**src/rtl/inc16_pkg.sv**
```systemverilog
// rtl/inc16_pkg.sv - shared width and word type for the 16-bit incrementer
package inc16_pkg;

    localparam int INC16_WIDTH = 16;

    typedef logic [INC16_WIDTH-1:0] word_t;

endpackage

```
**src/rtl/half_adder.sv**
```systemverilog
// rtl/half_adder.sv - single-bit half adder cell used in the increment ripple chain
module half_adder (
    input  logic a,
    input  logic b,
    output logic sum,
    output logic cout
);

    assign sum  = a ^ b;
    assign cout = a & b;

endmodule

```
**src/rtl/student_inc16.sv**
```systemverilog
// rtl/student_inc16.sv - combinational in+1 incrementer, optional sticky wrap flag (INC16_OVF_STICKY_EN)
import inc16_pkg::*;

module student_inc16 #(
    parameter int WIDTH = INC16_WIDTH
) (
    input  logic  clk,
    input  logic  rst,
    input  word_t in,
    output word_t out,
    output logic  carry,
    output logic  ovf_sticky
);

    // Carry chain: c[0] is the constant +1 injected at bit 0.
    logic [WIDTH:0] c;

    assign c[0] = 1'b1;

    for (genvar i = 0; i < WIDTH; i++) begin : g_ripple
        half_adder u_ha (
            .a    (in[i]),
            .b    (c[i]),
            .sum  (out[i]),
            .cout (c[i+1])
        );
    end

    assign carry = c[WIDTH];

`ifdef INC16_OVF_STICKY_EN
    // Latch any wrap-around until reset; reset takes priority over a same-edge wrap.
    always_ff @(posedge clk) begin
        if (rst) begin
            ovf_sticky <= 1'b0;
        end else if (carry) begin
            ovf_sticky <= 1'b1;
        end
    end
`else
    // Clock and reset only serve the sticky flag, which is absent in this build.
    logic unused_clk_rst;
    assign unused_clk_rst = clk ^ rst;
    assign ovf_sticky     = 1'b0;
`endif

endmodule

```
**config.mk**
```make
export PLATFORM = sky130hd
export DESIGN_NAME = student_inc16
export DESIGN_NICKNAME = d
export VERILOG_FILES = /design/src/rtl/inc16_pkg.sv /design/src/rtl/half_adder.sv /design/src/rtl/student_inc16.sv
export SDC_FILE = /design/constraint.sdc
export NUM_CORES = 1
export LEC_CHECK = 0
export CAP_MARGIN = 25
export CORE_AREA = 5 5 42 44
export DETAILED_ROUTE_END_ITERATION = 12
export DIE_AREA = 0 0 47 49
export PLACE_DENSITY = 0.8
export SLEW_MARGIN = 15
export SYNTH_ARGS = -nofsm -noshare
export SYNTH_HDL_FRONTEND = slang
export SYNTH_SLANG_ARGS = --single-unit
```
**constraint.sdc**
```tcl
create_clock -name vclk -period 5.2
set_input_delay 1.04 -clock vclk [all_inputs]
set_output_delay 1.04 -clock vclk [all_outputs]
set_load 0.03 [all_outputs]
```
==> flow_summary.ini <==
[global_routing]
grt_pass1_wl_mm = 1.08
grt_pass1_vias = 299
antenna_found_initial = 0
grt_max_degree = 3
grt_usage_pct = 5.96
grt_remaining_overflow = 0

[synthesis]
ys_types = 4
synth_area_per_cell_um2 = 9.49
synth-seq-area-share_pct = 0
syn_area_um2 = 323
synthCells = 34
yosysWarningCount = 0
synth_nets = 67

[run]
cap_violations = 0

[die]
start_util_pct = 23.0
die_x_um = 47
io-pin-count = 36
num_rows = 14
core_area_um2 = 1400
fp.dieH_um = 49
fp.dieArea_um2 = 2300

[setup_path]
path_class = in -> out
cp-end-kind = output pin
path_max_fanout = 1
arrival_ps = 4090
crit_required_ps = 4160
crit_top_cell = ha_2
cp_slowest_stage_delay_ps = 410
slowest_stage = clkdlybuf4s50_1
crit_chain = clkdlybuf4s50_1 > ha_2 > ha_2 > ha_2 > ha_2 > ha_2 > ha_2 > ha_2 > ha_2 > ha_4 > ha_4 > ha_4 > ha_4 > ha_4 > ha_4 > ha_4 > buf_6
start_kind = input port
cp_num_buf_inv = 2
critPathTopFamily = adder cells

[cells_and_area]
seq_cells = 0
register_area_um2 = 0
nNetsFinal = 85
clockBufferCount = 0
final_common_cell = clkdlybuf4s50_1
syn2layout_area_growth_pct = 97.7
layout_common_cells = clkdlybuf4s50_1 (26), ha_2 (8), ha_4 (7), buf_4 (4)
diodes = 0
multi_input_area_um2 = 299
layout-drive-gt1-share_pct = 42.0
fin_cells = 66
nFillCells = 130

[timing]
period_needed_ps = 5130
hold_viol_final = 0
slew_violations = 0
setup_violations = 0
holdWs_ps = 2850
fmax_mhz = 195
timing.final.crit_share_pct = 98.7

[routing]
routedWlPerCell_um = 12.6
detail-route-antenna-nets = 0
vias_per_cell = 4.24
via_count = 280
drt_pass1_iterations = 1
wl_um = 832
drt_iter0_drc = 0
route.detailed.drc = 0

[pwr]
peakVddDrop_uv = 37.7
p_leak_uw = 0.000256
p_per_area_nw_per_um2 = 83.9

[placement]
dp_hpwl_um = 649
gp_congestion = 0.558
port_buffers = 33
dp_cells = 66

[run_status]
outcome = completed

[clock_tree]
cts_setup_buffers = 0

[min_path]
whs_path_depth = 3
hp-start = in[15]
hp-class = in -> out
hold_path_end = out[15]
-- report_power, final --
part	internal (uW)	total (uW)	switching (uW)	leakage, uW
Combinational	26.5	53.5	27.0	0.000256
Sequential	0	0	0	0
Clock	0	0	0	0
Total	26.5	53.5	27.0	0.000256
-- kinds of logic after synthesis --
group                      share of synthesized area, %
adders and majority gates                          58.1
buffers and inverters                              40.7
other                                              1.16
-- repair_timing --
| item | in CTS | in global routing |
|---|---|---|
| pin swaps | 3 | 1 |
| endpoints found under the setup margin | 3 | 2 |
| hold buffers | 0 | 0 |
| hold endpoints to repair | 0 | 0 |
| gates resized for setup | 23 | 5 |
-- synth_stat cells, drive strengths merged --
cell  count  share of area, %
buf      17                40
ha       15                58
conb      1               1.2
inv       1               1.2
-- routing by layer --
| layer | part of all wire [%] | up-vias | GRT usage [%] |
|---|---|---|---|
| met5 | 0 | - | 0 |
| met4 | 0 | 0 | 0 |
| met3 | 27 | 0 | 4.06 |
| met2 | 41 | 33 | 10.2 |
| met1 | 32 | 118 | 6.30 |
| li1 | - | 129 | - |
-- worst max-delay path by stage --
| stage | from | to | slack, ps | depth (start not counted) |
|---|---|---|---|---|
| after floorplan | in[0] | out[15] | 300 | 16 |
| after global placement | in[0] | carry | -600 | 17 |
| after detailed placement | in[0] | carry | -610 | 17 |
| after CTS | in[1] | out[15] | 5 | 17 |
| after global routing | in[1] | out[15] | -3 | 17 |
| final | in[1] | out[15] | 70 | 17 |
-- per-stage QoR --
step	worst slack, ps	TNS, ps	area [um^2]	total power [uW]	util, %
final	68.3	0	638	53.5	45.5
after global routing	-2.95	-2.95	638	57.2	45.5
after CTS	4.88	0	588	52.5	42.0
after detailed placement	-614	-1040	533	50.5	38.0
after global placement	-598	-975	533	49.6	38.0
after floorplan	297	0	323	33.9	-
-- tightest hold or removal path, cell delays in order --
cell and delay (ps):
clkdlybuf4s50_1 510, ha_4 140, buf_6 120
-- area by class of cell --
class              instances  share of cell area (%)
well taps                 16                    3.14
inverters                  1                   0.588
repair buffers            33                    49.4
multi-input cells         16                    46.9
No activity file was read; power rests on OpenSTA's default activity.
